### config.mk
export PLATFORM = sky130hd
export DESIGN_NAME = div_scheduler
export DESIGN_NICKNAME = d
export VERILOG_FILES = /design/src/rtl/div_pkg.sv /design/src/rtl/div_core.sv /design/src/rtl/div_scheduler.sv
export SDC_FILE = /design/constraint.sdc
export NUM_CORES = 1
export LEC_CHECK = 0
export CAP_MARGIN = 20
export CORE_AREA = 5 5 63 79
export CTS_BUF_LIST = sky130_fd_sc_hd__clkbuf_2
export CTS_CLUSTER_SIZE = 14
export DETAILED_ROUTE_END_ITERATION = 10
export DIE_AREA = 0 0 68 84
export HOLD_SLACK_MARGIN = 0.08
export PLACE_DENSITY_LB_ADDON = 0.12
export SLEW_MARGIN = 20
export SYNTH_ARGS = -nofsm -noshare
export SYNTH_HDL_FRONTEND = slang
export SYNTH_SLANG_ARGS = --single-unit
### constraint.sdc
create_clock -name clk -period 5.1 [get_ports clk]
set_input_delay 0.765 -clock clk [delete_from_list [all_inputs] [get_ports clk]]
set_output_delay 0.765 -clock clk [all_outputs]
set_load 0.1 [all_outputs]
### src/rtl/div_pkg.sv
// Shared types and constants for the
// sequential divider scheduler.
package div_pkg;

  localparam int DEF_WIDTH = 8;
  localparam logic [63:0] DZ_Q = '1;

  typedef enum logic [1:0] {
    IDLE,
    RUN,
    DONE
  } state_t;

endpackage

### src/rtl/div_core.sv
// Restoring unsigned divide engine:
// one quotient bit per step.
module div_core
  import div_pkg::*;
#(
  parameter int WIDTH = DEF_WIDTH
) (
  input  logic             clk,
  input  logic             rst,
  input  logic             start,
  input  logic             step,
  input  logic [WIDTH-1:0] a,
  input  logic [WIDTH-1:0] b,
  output logic             last,
  output logic [WIDTH-1:0] q,
  output logic [WIDTH-1:0] r
);

  localparam int CW = $clog2(WIDTH);

  logic [WIDTH-1:0] rem;
  logic [WIDTH-1:0] d;
  logic [CW-1:0]    cnt;
  logic [WIDTH:0]   t;
  logic             ge;

  assign t    = {rem, q[WIDTH-1]};
  assign ge   = t >= {1'b0, d};
  assign last = cnt == '0;
  assign r    = rem;

  // rem stays below d, so WIDTH bits hold it
  always_ff @(posedge clk or negedge rst) begin
    if (!rst) begin
      q   <= '0;
      rem <= '0;
      d   <= '0;
      cnt <= '0;
    end else if (start) begin
      d <= b;
      if (b == '0) begin
        q   <= DZ_Q[WIDTH-1:0];
        rem <= a;
        cnt <= '0;
      end else begin
        q   <= a;
        rem <= '0;
        cnt <= CW'(WIDTH - 1);
      end
    end else if (step) begin
      rem <= ge ? WIDTH'(t - {1'b0, d})
                : t[WIDTH-1:0];
      q   <= {q[WIDTH-2:0], ge};
      if (!last) cnt <= cnt - 1'b1;
    end
  end

endmodule

### src/rtl/div_scheduler.sv
// Round-robin arbiter, FSM and response
// port around one shared div_core.
module div_scheduler
  import div_pkg::*;
#(
  parameter int WIDTH = DEF_WIDTH
) (
  input  logic             clk,
  input  logic             rst,
  input  logic             req0_valid,
  output logic             req0_ready,
  input  logic [WIDTH-1:0] req0_a,
  input  logic [WIDTH-1:0] req0_b,
  input  logic             req1_valid,
  output logic             req1_ready,
  input  logic [WIDTH-1:0] req1_a,
  input  logic [WIDTH-1:0] req1_b,
  output logic             rsp_valid,
  input  logic             rsp_ready,
  output logic             rsp_id,
  output logic [WIDTH-1:0] rsp_q,
  output logic [WIDTH-1:0] rsp_r,
  output logic             rsp_dz,
  output logic             busy
);

  state_t           state;
  state_t           nxt;
  logic             last_grant;
  logic             grant;
  logic             accept;
  logic             id;
  logic             dz;
  logic             last;
  logic             step;
  logic [WIDTH-1:0] op_a;
  logic [WIDTH-1:0] op_b;

  always_comb begin
    grant = 1'b0;
    unique case (1'b1)
      req0_valid & req1_valid:
        grant = ~last_grant;
      req1_valid & ~req0_valid:
        grant = 1'b1;
      default:
        grant = 1'b0;
    endcase
  end

  assign req0_ready = rst & (state == IDLE)
                    & req0_valid & ~grant;
  assign req1_ready = rst & (state == IDLE)
                    & req1_valid & grant;
  assign accept = req0_ready | req1_ready;

  assign op_a = grant ? req1_a : req0_a;
  assign op_b = grant ? req1_b : req0_b;

  // a zero divisor spends one frozen RUN cycle
  assign step = (state == RUN) & ~dz;

  always_comb begin
    nxt = state;
    unique case (state)
      IDLE: if (accept) nxt = RUN;
      RUN:  if (last) nxt = DONE;
      DONE: if (rsp_ready) nxt = IDLE;
      default: nxt = IDLE;
    endcase
  end

  always_ff @(posedge clk or negedge rst) begin
    if (!rst) begin
      state      <= IDLE;
      last_grant <= 1'b1;
      id         <= 1'b0;
      dz         <= 1'b0;
    end else begin
      state <= nxt;
      if (accept) begin
        last_grant <= grant;
        id         <= grant;
        dz         <= op_b == '0;
      end
    end
  end

  div_core #(
    .WIDTH(WIDTH)
  ) u_core (
    .clk   (clk),
    .rst   (rst),
    .start (accept),
    .step  (step),
    .a     (op_a),
    .b     (op_b),
    .last  (last),
    .q     (rsp_q),
    .r     (rsp_r)
  );

  assign rsp_valid = state == DONE;
  assign busy      = state != IDLE;
  assign rsp_id    = id;
  assign rsp_dz    = dz;

endmodule

# ---- After elaboration in Yosys (flattened, before gate mapping)
# Index checks and enable logic that the tools add are counted.
dict set report totals {
  reg_bits 32
  latch_bits 0
  ramBits 0
  mem_bits_ro 0
  input_bits 37
  output_inout_bits 22
  word_cells 55
  mem_count 0
}
dict set report classes {
  add_sub_neg 2
  n_mul 0
  n_div 0
  magnitude_cmp 1
  eq_ne 6
  n_shift 0
  n_mux 18
  bitwise 13
  n_reduce_logical 7
}
# cell count
set op_table {}
lappend op_table {{$mux W8} 9}
lappend op_table {{$mux W3} 4}
lappend op_table {{$ge A9 B8 Y1} 1}
lappend op_table {{$and A1 B1 Y1} 8}
lappend op_table {{$logic_not A8 Y1} 1}
lappend op_table {{$sub A8 B8 Y8} 1}
lappend op_table {{$mux W2} 3}
lappend op_table {{$ne A2 B2 Y1 const B} 3}
lappend op_table {{$pmux W2 S3} 1}
lappend op_table {{$not A1 Y1} 4}
lappend op_table {{$reduce_bool A2 Y1} 2}
lappend op_table {{$logic_not A3 Y1} 1}
lappend op_table {{$reduce_and A3 Y1} 1}
lappend op_table {{$sub A3 B1 Y3 const B} 1}
lappend op_table {{$eq A2 B1 Y1 const B} 1}
lappend op_table {{$eq A2 B2 Y1 const B} 1}
lappend op_table {{$logic_not A2 Y1} 1}
lappend op_table {{$ne A2 B1 Y1 const B} 1}
lappend op_table {{$pmux W1 S2} 1}
lappend op_table {{$reduce_and A2 Y1} 1}
lappend op_table {{$or A1 B1 Y1} 1}

# ---- Longest topological paths before layout
dict set report logic_depth {
  word_depth 8
  ltp_mapped 8
  depth_no_buf 8
}

# ---- By module
# From an unflattened synthesis, not the netlist that was laid out.
dict set report unflattened {
  hier_cells 242
  area_unflattened_um2 2296.0
}
# module n_inst cells_per_inst area_each_um2 seq_area_each_um2
set by_module_without_submodules {}
lappend by_module_without_submodules {div_core 1 193 1793.0 675.6}
lappend by_module_without_submodules {div_scheduler 1 49 503.0 126.4}

# ---- Least setup slack after synthesis
# Ideal clock, no wire load.
dict set report synth_path {
  path_type {in2out}
  start {in req1_valid}
  end {out req0_ready}
  t_arrival_ns 2.530
  required_ns 4.335
  path_slack_ns 1.805
  path_stages 4
  path_buffers 2
  path_cell_list {a21boi_1 buf_4 buf_2 nor2_1}
}
dict set report synth_via {
  elab_chain_len 4
  word_cells_on_any_way 5
  classes_between {1 x mux; 4 x bitwise}
}
# item line_no
set synth_lines {}
lappend synth_lines {{from (decl)} div_scheduler.sv:14} ;# input logic req1_valid,
lappend synth_lines {{$and A1 B1 Y1, on equally long branches} {div_scheduler.sv:44, div_scheduler.sv:42}}
lappend synth_lines {{$pmux W1 S2 (*)} div_scheduler.sv:41} ;# unique case (1'b1)
lappend synth_lines {{$not A1 Y1 (*)} div_scheduler.sv:52} ;# & req0_valid & ~grant;
lappend synth_lines {{$and A1 B1 Y1 (*)} div_scheduler.sv:52}
lappend synth_lines {{to (decl)} div_scheduler.sv:11} ;# output logic req0_ready,
# Every way passes the cells marked *; elsewhere a longest branch is shown, timed or not.

# ---- Worst setup path in the final report
dict set report layout_path {
  start {in rst}
  end {out req0_ready}
}
dict set report layout_via {
  elab_chain_len 3
}
# item line_no
set layout_lines {}
lappend layout_lines {{from (decl)} div_scheduler.sv:9} ;# input logic rst,
lappend layout_lines {{$and A1 B1 Y1} div_scheduler.sv:51} ;# assign req0_ready = rst & (state == IDLE)
lappend layout_lines {{$and A1 B1 Y1 (2 in a row)} div_scheduler.sv:52}
# No other way between the ends.

==> summary.txt <==
Clocking
  • Root Driver: clkbuf_2
  • CTS tree: done
  • CTS buffer count: 5
  • CTS Sinks: 32
  • Hold buffers post-CTS: 0
  • Clock transition at path regs: 0.15 ns
  • H-tree Lvls: 2
  • CTS Buffer Depth: 2
  • Setup bufs post-CTS: 0
  • Worst-skew pair later-pin latency: 0.38 ns
  • Cts repair resizes: 0

Critical path
  • Worst setup path class: input port to output port
  • Worst setup EP type: output port
  • Startpoint types: input port
  • Worst EP arrival: 2.53 ns
  • Crit Path Max Fanout: 33
  • CP required: 4.34 ns
  • Slowest CP cell: clkdlybuf4s50_1
  • Cells along the critical path: clkdlybuf4s50_1 > buf_4 > nor3b_2 > nand2_1 > nor2_1 > buf_4
  • Critical Path Max Stage Delay: 0.46 ns
  • CP most frequent cell: buf_4

Synthesis
  • Share of synthesized flip-flops with an asynchronous set or reset: 100%
  • Yosys cell types: 50
  • Ys flop type: dfrtp_1
  • Most common cell in the netlist: nand2_1
  • Synthesized area: 2170 sq um
  • Synth top area share: 35.8%
  • Area contributors post-synth: dfrtp_1 36%, nand2_1 6.1%, mux2i_1 6.0%, ha_1 5.8%, mux2_2 4.7%
  • Number of synthesized register bits: 32
  • Net count of the mapped netlist: 290
  • Top cells by count, synth: 35 x nand2_1, 31 x dfrtp_1, 18 x a21oi_1
  • Synthesis warning total: 0
  • Number of synthesized flops with an enable pin: 0
  • Largest area contributor in the netlist: dfrtp_1
  • Post-Syn Instances: 242
  • Sequential-to-total area share from yosys stat: 37.0%
  • Syn Area/Cell: 8.96 sq um

Floorplanning
  • Die Area: 5710 sq um
  • Initial core utilization: 51.3%
  • Die H: 84 um
  • DIE WIDTH: 68 um
  • I/O pins: 59
  • Core Area: 4220 sq um
  • Cell Rows: 27

Outcome
  • Status: completed

Timing
  • Smallest setup slack after layout: 1.80 ns
  • Worst Skew: 0.0244 ns
  • Slew HR: 33.4%
  • Min Tclk post-route: 3.30 ns
  • F_max: 303 MHz
  • Worst slew pin tran: 0.996 ns
  • Period utilisation layout: 64.7%
  • Hold Vio Cnt, Final: 0
  • Post-route setup TNS: 0 ns
  • RSZ-0062 raised after global routing: false
  • # setup viols final: 0
  • Count of pins over their slew limit: 0

Detailed routing
  • Drt first-iter violations: 114
  • Vias per inst: 5.44
  • Vias: 1947
  • Detail Route Antenna Nets: 0
  • Total length of routed wires: 5.22 mm
  • DR WL/cell: 14.6 um
  • DR pass1 iterations: 4
  • Residual DRC: 0

Final layout
  • Fin nets: 348
  • Final instance area: 2820 sq um
  • Antenna cell count: 0
  • # fillers: 367
  • Area Growth Syn to Fin: 30.2%
  • Post-layout util: 66.8%
  • Share of layout cells above drive strength 1: 12.0%

GRT
  • Global-route wire length before repair: 8.89 mm
  • Largest net degree at the start of global routing: 47
  • Tot GR Track Use: 20.1%
  • GRT Residual Overflow: 0
  • Initial antenna violation count: 0
  • Vias in the first global route: 1847

Placed design
  • GPL Wtd Cong: 0.771
  • Placed cell area: 2790 sq um
  • Dpl ws: 1.77 ns
  • Hpwl dp: 4.03 mm
  • IO buf count: 58

Min path
  • Min-delay worst type: register to register

Flow run
  • MaxCap Viol Count: 0
[through the flow]
stage                     hold WS, ns  std cells
after floorplan                 0.450        242
after global placement          0.466        351
after detailed placement        0.473        351
after CTS                       0.505        358
after global routing            0.524        358
final                           0.503        358
[layout make-up]
type                            count  area, sq um  share of cell area, %
Multi-Input combinational cell    186         1260                   44.6
Sequential cell                    32          802                   28.4
Timing Repair Buffer               62          606                   21.5
Tap cell                           58         72.6                   2.57
Inverter                           13         48.8                   1.73
Clock buffer                        6         30.0                   1.06
Clock inverter                      1         5.00                  0.177
[metal layers]
layer / up-vias / part of all wire, % / track usage (%)
met5: - / 0 / 0
met1: 923 / 43 / 26.6
met2: 43 / 52 / 32.3
met3: 6 / 4.2 / 4.58
met4: 0 / 1.2 / 5.42
li1: 975 / - / -
[path summary, 6_finish.rpt]
kind | startpoint | end | slack (ns) | depth (start not counted)
setup / recovery | rst | req0_ready | 1.80 | 6
hold / removal | u_core.d[2]$_DFFE_PN0N_ | u_core.d[2]$_DFFE_PN0N_ | 0.50 | 2
setup reg to reg | u_core.r[1]$_DFFE_PN0P_ | u_core.r[1]$_DFFE_PN0P_ | 2.65 | 6
hold reg to reg | u_core.d[2]$_DFFE_PN0N_ | u_core.d[2]$_DFFE_PN0N_ | 0.50 | 2
max in group asynchronous | rst | last_grant$_DFFE_PN1N_ | 3.98 | 2
min in group asynchronous | rst | u_core.q[0]$_DFFE_PN0P_ | 0.78 | 2
[kinds of logic after synthesis]
| logic type | synth area share (%) |
|---|---|
| AND/OR/NAND/NOR | 19.1 |
| AO/OA/AOI/OAI | 19.2 |
| buffers and inverters | 5.31 |
| XOR/XNOR | 2.02 |
| multiplexers | 10.7 |
| flip-flops | 37.0 |
| adder cells (fa/ha/maj) | 6.69 |
[registers in the layout (all words and copies together) (netlist names)]
name / count
last_grant: 1
rsp_dz: 1
rsp_id: 1
state: 2
u_core.cnt: 3
u_core.d: 8
u_core.q: 8
u_core.r: 8
[layout by cell type (no fill, tap or decap), types with 2 or more instances in the layout]
cell type	n
clkdlybuf4s50_1	56
nand2_1	35
dfrtp_1	31
a21oi_1	18
nor2_1	14
o21ai_0	14
inv_1	13
mux2i_1	13
ha_1	10
mux2_2	9
nor3_1	8
a31oi_1	7
clkbuf_2	6
buf_4	6
nor4_1	5
nand3_1	5
nor2b_1	3
o211ai_1	3
xor2_1	3
a211oi_1	3
or2_2	2
o21a_1	2
nand3b_1	2
a21o_1	2
nand2b_1	2
xnor2_1	2
a211oi_2	2
[critical path: cells and delay by family]
family,cells,cell delay (ns)
buffers and inverters,3,1.12
and+or+nand+nor,3,0.63
Power is left out: the tool's default activity adds up to more than one toggle a clock period on the data nets, which glitch-free logic cannot reach.
